--- src/rtl/mem_arbiter.sv ---
// Round-robin arbiter serialising NREQ requesters onto one single-port memory with ack handshake.
// Optional WAIT timeout with sticky error flag when MEM_ARB_TIMEOUT_EN is defined.
module mem_arbiter #(
  parameter int unsigned NREQ    = 3,
  parameter int unsigned AW      = 16,
  parameter int unsigned DW      = 16,
  parameter int unsigned TIMEOUT = 255
) (
  input  logic              clk,
  input  logic              reset,
  input  logic [NREQ-1:0]   i_req,
  input  logic [NREQ-1:0]   i_req_we,
  input  logic [NREQ*AW-1:0] i_req_addr,
  input  logic [NREQ*DW-1:0] i_req_wdata,
  output logic [NREQ-1:0]   o_gnt,
  output logic [NREQ-1:0]   o_done,
  output logic [DW-1:0]     o_rdata,
  output logic              o_busy,
  output logic              o_err,
  output logic              o_mem_en,
  output logic              o_mem_we,
  output logic [AW-1:0]     o_mem_addr,
  output logic [DW-1:0]     o_mem_wdata,
  input  logic [DW-1:0]     i_mem_rdata,
  input  logic              i_mem_ack
);

  localparam int unsigned PW = (NREQ > 1) ? $clog2(NREQ) : 1;

  if (NREQ < 1 || TIMEOUT < 1) begin : g_param_chk
    $error("mem_arbiter: NREQ and TIMEOUT must be at least 1");
  end

  typedef enum logic [1:0] {S_IDLE, S_ISSUE, S_WAIT, S_DONE} state_t;

  state_t          r_state, w_state_nxt;
  logic [PW-1:0]   r_ptr, w_ptr_nxt;
  logic [PW-1:0]   r_widx, w_widx_nxt;
  logic [NREQ-1:0] r_gnt, w_gnt_nxt;
  logic [NREQ-1:0] r_done, w_done_nxt;
  logic [DW-1:0]   r_rdata, w_rdata_nxt;
  logic            r_busy, w_busy_nxt;
  logic            r_mem_en, w_mem_en_nxt;
  logic            r_mem_we, w_mem_we_nxt;
  logic [AW-1:0]   r_mem_addr, w_mem_addr_nxt;
  logic [DW-1:0]   r_mem_wdata, w_mem_wdata_nxt;

  logic            w_found;
  logic [PW-1:0]   w_win;
  logic [31:0]     w_idx;
  logic            w_sel_we;
  logic [AW-1:0]   w_sel_addr;
  logic [DW-1:0]   w_sel_wdata;

`ifdef MEM_ARB_TIMEOUT_EN
  localparam int unsigned CW = $clog2(TIMEOUT + 1);
  logic [CW-1:0]   r_tcnt, w_tcnt_nxt;
  logic            r_err, w_err_nxt;
`endif

  // Round-robin scan starting at the pointer, wrapping modulo NREQ.
  always_comb begin
    w_found = 1'b0;
    w_win   = '0;
    w_idx   = '0;
    for (int unsigned k = 0; k < NREQ; k++) begin
      w_idx = (32'(r_ptr) + k) % NREQ;
      if (!w_found && i_req[PW'(w_idx)]) begin
        w_found = 1'b1;
        w_win   = PW'(w_idx);
      end
    end
  end

  always_comb begin
    w_sel_we    = 1'b0;
    w_sel_addr  = '0;
    w_sel_wdata = '0;
    for (int unsigned k = 0; k < NREQ; k++) begin
      if (PW'(k) == w_win) begin
        w_sel_we    = i_req_we[k];
        w_sel_addr  = i_req_addr[k*AW +: AW];
        w_sel_wdata = i_req_wdata[k*DW +: DW];
      end
    end
  end

  always_comb begin
    w_state_nxt     = r_state;
    w_ptr_nxt       = r_ptr;
    w_widx_nxt      = r_widx;
    w_gnt_nxt       = r_gnt;
    w_done_nxt      = '0;
    w_rdata_nxt     = r_rdata;
    w_mem_en_nxt    = 1'b0;
    w_mem_we_nxt    = r_mem_we;
    w_mem_addr_nxt  = r_mem_addr;
    w_mem_wdata_nxt = r_mem_wdata;
`ifdef MEM_ARB_TIMEOUT_EN
    w_tcnt_nxt      = r_tcnt;
    w_err_nxt       = r_err;
`endif
    unique case (r_state)
      S_IDLE: begin
        if (w_found) begin
          w_state_nxt     = S_ISSUE;
          w_widx_nxt      = w_win;
          w_gnt_nxt       = NREQ'(1) << w_win;
          w_mem_en_nxt    = 1'b1;
          w_mem_we_nxt    = w_sel_we;
          w_mem_addr_nxt  = w_sel_addr;
          w_mem_wdata_nxt = w_sel_wdata;
        end
      end
      S_ISSUE: begin
        w_state_nxt = S_WAIT;
`ifdef MEM_ARB_TIMEOUT_EN
        w_tcnt_nxt  = '0;
`endif
      end
      S_WAIT: begin
        if (i_mem_ack) begin
          w_state_nxt = S_DONE;
          w_done_nxt  = r_gnt;
          if (!r_mem_we) w_rdata_nxt = i_mem_rdata;
        end
`ifdef MEM_ARB_TIMEOUT_EN
        else if (r_tcnt == CW'(TIMEOUT - 1)) begin
          w_state_nxt = S_DONE;
          w_done_nxt  = r_gnt;
          w_rdata_nxt = {DW{1'b1}};
          w_err_nxt   = 1'b1;
        end else begin
          w_tcnt_nxt  = r_tcnt + CW'(1);
        end
`endif
      end
      S_DONE: begin
        w_state_nxt     = S_IDLE;
        w_ptr_nxt       = (r_widx == PW'(NREQ - 1)) ? '0 : r_widx + PW'(1);
        w_gnt_nxt       = '0;
        w_mem_we_nxt    = 1'b0;
        w_mem_addr_nxt  = '0;
        w_mem_wdata_nxt = '0;
      end
      default: w_state_nxt = S_IDLE;
    endcase
    w_busy_nxt = (w_state_nxt != S_IDLE);
  end

  always_ff @(posedge clk) begin
    if (reset) begin
      r_state     <= S_IDLE;
      r_ptr       <= '0;
      r_widx      <= '0;
      r_gnt       <= '0;
      r_done      <= '0;
      r_rdata     <= '0;
      r_busy      <= 1'b0;
      r_mem_en    <= 1'b0;
      r_mem_we    <= 1'b0;
      r_mem_addr  <= '0;
      r_mem_wdata <= '0;
    end else begin
      r_state     <= w_state_nxt;
      r_ptr       <= w_ptr_nxt;
      r_widx      <= w_widx_nxt;
      r_gnt       <= w_gnt_nxt;
      r_done      <= w_done_nxt;
      r_rdata     <= w_rdata_nxt;
      r_busy      <= w_busy_nxt;
      r_mem_en    <= w_mem_en_nxt;
      r_mem_we    <= w_mem_we_nxt;
      r_mem_addr  <= w_mem_addr_nxt;
      r_mem_wdata <= w_mem_wdata_nxt;
    end
  end

`ifdef MEM_ARB_TIMEOUT_EN
  always_ff @(posedge clk) begin
    if (reset) begin
      r_tcnt <= '0;
      r_err  <= 1'b0;
    end else begin
      r_tcnt <= w_tcnt_nxt;
      r_err  <= w_err_nxt;
    end
  end
  assign o_err = r_err;
`else
  assign o_err = 1'b0;
`endif

  assign o_gnt       = r_gnt;
  assign o_done      = r_done;
  assign o_rdata     = r_rdata;
  assign o_busy      = r_busy;
  assign o_mem_en    = r_mem_en;
  assign o_mem_we    = r_mem_we;
  assign o_mem_addr  = r_mem_addr;
  assign o_mem_wdata = r_mem_wdata;

endmodule

--- config.mk ---
export PLATFORM = sky130hd
export DESIGN_NAME = mem_arbiter
export DESIGN_NICKNAME = d
export VERILOG_FILES = /design/src/rtl/mem_arbiter.sv
export SDC_FILE = /design/constraint.sdc
export NUM_CORES = 1
export LEC_CHECK = 0
export ABC_AREA = 1
export BUFFER_PORTS_ARGS = -buffer_cell sky130_fd_sc_hd__buf_2
export CORE_MARGIN = 1.5
export CORE_UTILIZATION = 50
export CTS_CLUSTER_SIZE = 12
export DETAILED_ROUTE_END_ITERATION = 10
export PLACE_DENSITY_LB_ADDON = 0.12
export SLEW_MARGIN = 25
export SYNTH_ARGS = -nofsm -noshare
export SYNTH_HDL_FRONTEND = slang
export SYNTH_SLANG_ARGS = --single-unit
--- constraint.sdc ---
create_clock -name clk -period 5 [get_ports clk]
set_clock_uncertainty 0.2 [all_clocks]
set_input_delay 0.75 -clock clk [delete_from_list [all_inputs] [get_ports clk]]
set_output_delay 0.75 -clock clk [all_outputs]
set_load 0.005 [all_outputs]
==> results.sh, run 1 <==
export IMPL_worst_path_max_fanout=32
export IMPL_nNetsFinal=840
export IMPL_fp_dieW_um=87.9
export IMPL_final_common_cell="buf_2"
export IMPL_port_buffers=177
export IMPL_totalWireLength_um=9870
export IMPL_fin_util_pct=67.4
export IMPL_die_area_um2=7730
export IMPL_hold_slack_ns=0.249
export IMPL_maxSlewViolCount=0
export IMPL_htree_levels=3
export IMPL_viasPerCell=4.85
export IMPL_max_vdd_ir_drop_mv=0.266
export IMPL_max_cap_violations=0
export IMPL_seqCellArea_um2=1260
export IMPL_finalInstanceArea_um2=4630
export IMPL_first_pass_iters=4
export IMPL_ios=179
export IMPL_rsz0062_at_grt="false"
export IMPL_reg2reg_slack_ns=2.07
export IMPL_cts_sinks=63
export IMPL_drc_errors=0
export IMPL_total_power_mw=2.75
export IMPL_antenna_cells=0
export IMPL_dieHeight_um=87.9
export IMPL_p_per_area_nw_per_um2=593
export IMPL_tightest_slew_ns=0.964
export IMPL_cts_tree="yes"
export IMPL_avgSynthCellArea_um2=6.56
export IMPL_finalHoldViolations=0
export IMPL_cts_root_buf="clkbuf_8"
export IMPL_max_freq_mhz=341
export IMPL_antenna_found_initial=0
export IMPL_period_needed_ns=2.93
export IMPL_post_cts_setup_buffer_count=0
export IMPL_crit_type="reg2reg"
export IMPL_placed_cell_area_um2=4460
export IMPL_coreArea_um2=6870
export IMPL_dr_first_iter_drc_count=134
export IMPL_core_rowCount=30
export IMPL_ys_ff_latch=63
export IMPL_stdcell_count=812
export IMPL_multi_input_area_um2=1990
export IMPL_dr_total_vias=3935
export IMPL_most_common_layout_cells="buf_2 (177), nand2_1 (141), nor2_1 (115)"
export IMPL_crit_slowest_cell="nor2_4"
export IMPL_cp_depth=15
export IMPL_grt_max_degree=41
export IMPL_grt_pass1_vias=3467
export IMPL_place_ws_ns=2.11
export IMPL_post_cts_resized=0
export IMPL_r2r_end="o_mem_addr[5]"
export IMPL_ant_nets=0
export IMPL_fin_crit_sh_pct=58.6
export IMPL_start_kind="register"
export IMPL_cp_required_ns=4.98
export IMPL_grt_pass1_wl_um=15100
export IMPL_reg2reg_depth=15
export IMPL_place_inst=796
export IMPL_critPathMaxStageDelay_ns=0.54
export IMPL_cp_end_kind="register"
export IMPL_gp_congestion=0.873
export IMPL_relSlewSlack_pct=35.7
export IMPL_cts_inserted_buffers=9
export IMPL_r2r_start="r_ptr[0]"
export IMPL_syn_to_final_growth_pct=28.5
export IMPL_drive_gt1_share_pct=33.8
export IMPL_setup_violations=0
export IMPL_worstSetupStartpoint="r_ptr[0]"
export IMPL_path_cells="inv_1, ha_1, inv_4, nand2_1, nand3_1, nand2_2, nand3_2, nor2_2, nor2_4, buf_16, nand3_1, nand2_1, nor2_1, nor2_1, nor2_1"
export IMPL_initial_core_util_pct=52.5
export IMPL_crit_end="o_mem_addr[5]"
export IMPL_cts_buffer_depth=2
export IMPL_nFillCells=632
export IMPL_syn_inst=550
export IMPL_fin_ws_ns=2.07
export IMPL_dp_hpwl_um=7250
export IMPL_tns_ns=0
export IMPL_grt_use_total_pct=24.9
export IMPL_synth_distinct_cells=34
export IMPL_crit_buf_inv=3
export IMPL_cpMostUsedCell="nor2_1"
export IMPL_synth_seq_area_share_pct=35.0
export IMPL_cp_top_family="simple AND/OR/NAND/NOR gates"
export IMPL_crit_arrival_ns=2.91
export IMPL_clock_latency_ns=0.34
export IMPL_yosysWarnings=0
export IMPL_wire_per_inst_um=12.2
export IMPL_grt_remaining_overflow=0
export IMPL_hold_path_class="reg2reg"
export IMPL_postCtsHoldBufs=0
export IMPL_syn_area_um2=3610
export IMPL_synth_nets=679
export IMPL_status="finished, final reports clean"
export IMPL_cts_reportedPaths_clkPinSlew_ns=0.08
export IMPL_power_leakage_nw=2.47
## cells by family after synthesis
family | Yosys count | share of synthesized area (%)
buf+inv | 74 | 10.1
simple gates | 342 | 40.6
other cells | 1 | 0.104
fa+ha+maj | 8 | 2.78
flops | 63 | 35.0
compound gates | 62 | 11.5
## registers in the layout (all words and copies together) (netlist names), 2 cells and up
| name | count |
|---|---|
| r_state | 2 |
| o_done | 3 |
| r_widx | 2 |
| o_gnt | 3 |
| o_rdata | 16 |
| o_mem_addr | 16 |
| o_mem_wdata | 16 |
| r_ptr | 2 |
## worst register-to-register path, stage by stage, from the launching register on
cell	delay (ns)
dfxtp_1	0.39
inv_1	0.08
ha_1	0.44
inv_4	0.13
nand2_1	0.05
nand3_1	0.07
nand2_2	0.09
nand3_2	0.12
nor2_2	0.06
nor2_4	0.54
buf_16	0.25
nand3_1	0.09
nand2_1	0.09
nor2_1	0.04
nor2_1	0.08
nor2_1	0.04
## cell type report
| class | count | area share (%) |
|---|---|---|
| clock inverter | 5 | 0.729 |
| multi-input combinational | 413 | 42.9 |
| tap | 96 | 2.59 |
| timing repair buffer | 178 | 19.7 |
| sequential | 63 | 27.2 |
| clock buffer | 11 | 3.05 |
| inverter | 46 | 3.78 |
## cell usage after synthesis
| cell | instances | area, um2 |
|---|---|---|
| a211oi_1 | 1 | 7.51 |
| a21oi_1 | 13 | 65.1 |
| a21oi_2 | 20 | 175 |
| a31oi_2 | 1 | 12.5 |
| buf_1 | 2 | 7.51 |
| buf_12 | 1 | 20.0 |
| buf_2 | 6 | 30.0 |
| buf_4 | 10 | 75.1 |
| buf_6 | 3 | 33.8 |
| clkbuf_1 | 6 | 22.5 |
| conb_1 | 1 | 3.75 |
| dfxtp_1 | 63 | 1260 |
| ha_1 | 8 | 100 |
| inv_1 | 39 | 146 |
| inv_2 | 6 | 22.5 |
| inv_4 | 1 | 6.26 |
| nand2_1 | 141 | 529 |
| nand2_2 | 12 | 75.1 |
| nand2_4 | 1 | 11.3 |
| nand3_1 | 60 | 300 |
| nand3_2 | 2 | 20.0 |
| nand3_4 | 1 | 17.5 |
| nand4_1 | 2 | 12.5 |
| nor2_1 | 116 | 435 |
| nor2_2 | 1 | 6.26 |
| nor2_4 | 1 | 11.3 |
| nor2_8 | 1 | 20.0 |
| nor3_1 | 1 | 5.00 |
| o211a_1 | 1 | 10.0 |
| o21a_1 | 1 | 7.51 |
| o21ai_0 | 22 | 110 |
| o21ai_1 | 2 | 10.0 |
| o21ai_4 | 1 | 16.3 |
| or2_0 | 3 | 18.8 |
## per-layer routing
metal  global-route usage (%)  part of all wire [%]
met1                     28.6                    41
met2                     44.9                    50
met3                     5.28                   7.7
met4                     9.52                   1.6
met5                        0                     0
## power breakdown
part           switching [mW]  internal, mW  leakage (nW)  total, mW
clock                   0.208         0.193        0.0853      0.401
sequential              0.103         0.696         0.517      0.798
combinational           0.966         0.583          1.87       1.55
## worst min path at each step
stage,from,endpoint,slack (ns),cells past startpoint
floorplan,o_gnt[0],o_done[0],0.24,2
global placement,o_gnt[0],o_done[0],0.23,2
detailed placement,o_gnt[2],o_done[2],0.23,2
CTS,o_gnt[2],o_done[2],0.25,2
global route,o_mem_wdata[2],o_mem_wdata[2],0.28,2
finish,o_gnt[2],o_done[2],0.25,2
Power figures use the tool's default switching activity.
==> run 2, diff against run 1 <==
--- a/config.mk
+++ b/config.mk
@@ -8,7 +8,7 @@
 export ABC_AREA = 1
 export BUFFER_PORTS_ARGS = -buffer_cell sky130_fd_sc_hd__buf_2
 export CORE_MARGIN = 1.5
-export CORE_UTILIZATION = 50
+export CORE_UTILIZATION = 42
 export CTS_CLUSTER_SIZE = 12
 export DETAILED_ROUTE_END_ITERATION = 10
 export PLACE_DENSITY_LB_ADDON = 0.12
==> constraint.sdc (replaced) <==
create_clock -name clk -period 2.4 [get_ports clk]
set_clock_uncertainty 0.2 [all_clocks]
set_input_delay 0.36 -clock clk [delete_from_list [all_inputs] [get_ports clk]]
set_output_delay 0.36 -clock clk [all_outputs]
set_load 0.005 [all_outputs]
==> results.sh, run 2 (synthesis gave the netlist of run 1 again) <==
export IMPL_status="finished, final reports clean"
export IMPL_finalHoldViolations=0
export IMPL_drive_gt1_share_pct=37.0
export IMPL_htree_levels=3
export IMPL_cts_sinks=63
export IMPL_die_area_um2=9150
export IMPL_dr_total_vias=3975
export IMPL_fin_util_pct=59.6
export IMPL_critPathMaxStageDelay_ns=0.33
export IMPL_dp_hpwl_um=7630
export IMPL_hold_path_class="in2reg"
export IMPL_dr_first_iter_drc_count=95
export IMPL_gp_congestion=0.935
export IMPL_fp_dieW_um=95.7
export IMPL_cts_reportedPaths_clkPinSlew_ns=0.08
export IMPL_dieHeight_um=95.7
export IMPL_cts_tree="yes"
export IMPL_crit_slowest_cell="dfxtp_1"
export IMPL_viasPerCell=4.75
export IMPL_crit_type="reg2reg"
export IMPL_final_common_cell="buf_2"
export IMPL_cts_root_buf="clkbuf_8"
export IMPL_place_inst=816
export IMPL_nNetsFinal=857
export IMPL_worst_path_max_fanout=6
export IMPL_cts_buffer_depth=2
export IMPL_cp_end_kind="register"
export IMPL_crit_arrival_ns=2.32
export IMPL_max_cap_violations=0
export IMPL_antenna_cells=0
export IMPL_ant_nets=0
export IMPL_stdcell_count=837
export IMPL_max_freq_mhz=436
export IMPL_rsz0062_at_grt="true"
export IMPL_coreArea_um2=8260
export IMPL_initial_core_util_pct=43.7
export IMPL_maxSlewViolCount=0
export IMPL_period_needed_ns=2.29
export IMPL_max_vdd_ir_drop_mv=0.547
export IMPL_power_leakage_nw=2.59
export IMPL_path_cells="inv_1, ha_4, buf_2, o21ai_0, nand2_1, nand3_4, nand2_4, nor2_8, buf_4, buf_4, nand3_1, nand3_1, nand2_1, inv_1"
export IMPL_syn_to_final_growth_pct=36.6
export IMPL_ios=179
export IMPL_grt_pass1_vias=3292
export IMPL_most_common_layout_cells="buf_2 (178), nand2_1 (139), nor2_1 (112)"
export IMPL_start_kind="register"
export IMPL_core_rowCount=33
export IMPL_fin_crit_sh_pct=95.6
export IMPL_relSlewSlack_pct=60.3
export IMPL_p_per_area_nw_per_um2=1280
export IMPL_clock_latency_ns=0.33
export IMPL_grt_pass1_wl_um=14900
export IMPL_setup_violations=0
export IMPL_grt_remaining_overflow=0
export IMPL_drc_errors=0
export IMPL_cts_inserted_buffers=9
export IMPL_port_buffers=177
export IMPL_antenna_found_initial=0
export IMPL_tightest_slew_ns=0.595
export IMPL_totalWireLength_um=10300
export IMPL_cp_required_ns=2.43
export IMPL_wire_per_inst_um=12.3
export IMPL_grt_use_total_pct=21.0
export IMPL_postCtsHoldBufs=0
export IMPL_first_pass_iters=4
export IMPL_grt_max_degree=53
## run 2: cell count changes in the layout (fill, tap and decap cells not counted), moves of 2 or more
cell      before  now
nand2_4        1    3
nand2_1      141  139
nor2_1       115  112
buf_12         0    7
nor2_2         1    3
clkbuf_8      10   12
ha_4           0    3
ha_1           8    4
buf_4          0   10
## run 2: per-layer routing
metal | up-vias | routed length (um) | global-route usage [%]
met5 | - | 0 | 0
li1 | 2081 | - | -
met1 | 1765 | 4380 | 25.5
met4 | 0 | 136 | 7.35
met3 | 8 | 681 | 5.02
met2 | 121 | 5060 | 35.9
## run 2: path summary, 6_finish.rpt
kind	start	end	slack (ns)	cells after the start
setup / recovery	r_ptr[0]	o_mem_addr[14]	0.11	14
hold / removal	i_mem_rdata[12]	o_rdata[12]	0.05	3
setup reg to reg	r_ptr[0]	o_mem_addr[14]	0.11	14
hold reg to reg	o_gnt[2]	o_done[2]	0.24	2
## run 2: area by class of cell
cell class | instances | area, um2
clock buffer | 12 | 165
clock inverter | 3 | 17.5
fill | 802 | 3330
inverter | 46 | 175
multi-input combinational | 413 | 2070
sequential | 63 | 1260
tap | 105 | 131
timing repair buffer | 195 | 1110
## run 2: power by group
part	internal [mW]	leakage (nW)	total [mW]	switching, mW
clock network	0.450	0.0942	0.851	0.400
logic	1.63	1.98	3.81	2.17
registers	1.45	0.517	1.66	0.211
total	3.53	2.59	6.32	2.79
## run 2: metrics by stage
stage | area (um2) | power (mW) | TNS (ns) | hold WS [ns] | worst slack, ns
final | 4920 | 6.32 | 0 | 0.0525 | 0.105
after global routing | 4920 | 6.88 | -0.0202 | 0.0445 | -0.0114
after CTS | 4810 | 6.19 | 0 | 0.0401 | 0.0121
after detailed placement | 4610 | 5.29 | -0.195 | 0.234 | -0.0618
after global placement | 4610 | 5.22 | -0.0489 | 0.231 | -0.0171
after floorplan | 3610 | 4.17 | 0 | 0.238 | 0.226
## run 2: worst max-delay path, delay by kind of cell (launching register included)
family / cells / cell delay [ns]
AOI/OAI and AO/OA: 1 / 0.10
adders and majority gates: 1 / 0.32
buffers and inverters: 5 / 0.58
DFF: 1 / 0.33
and+or+nand+nor: 7 / 0.66
## run 2: what timing repair did
action                                  in CTS  in global routing
resized for setup                            3                 19
cloned                                       0                  0
endpoints found under the setup margin      49                 35
pin swaps                                    0                  4
endpoints found under the hold margin        0                  0
buffers inserted                             0                  6
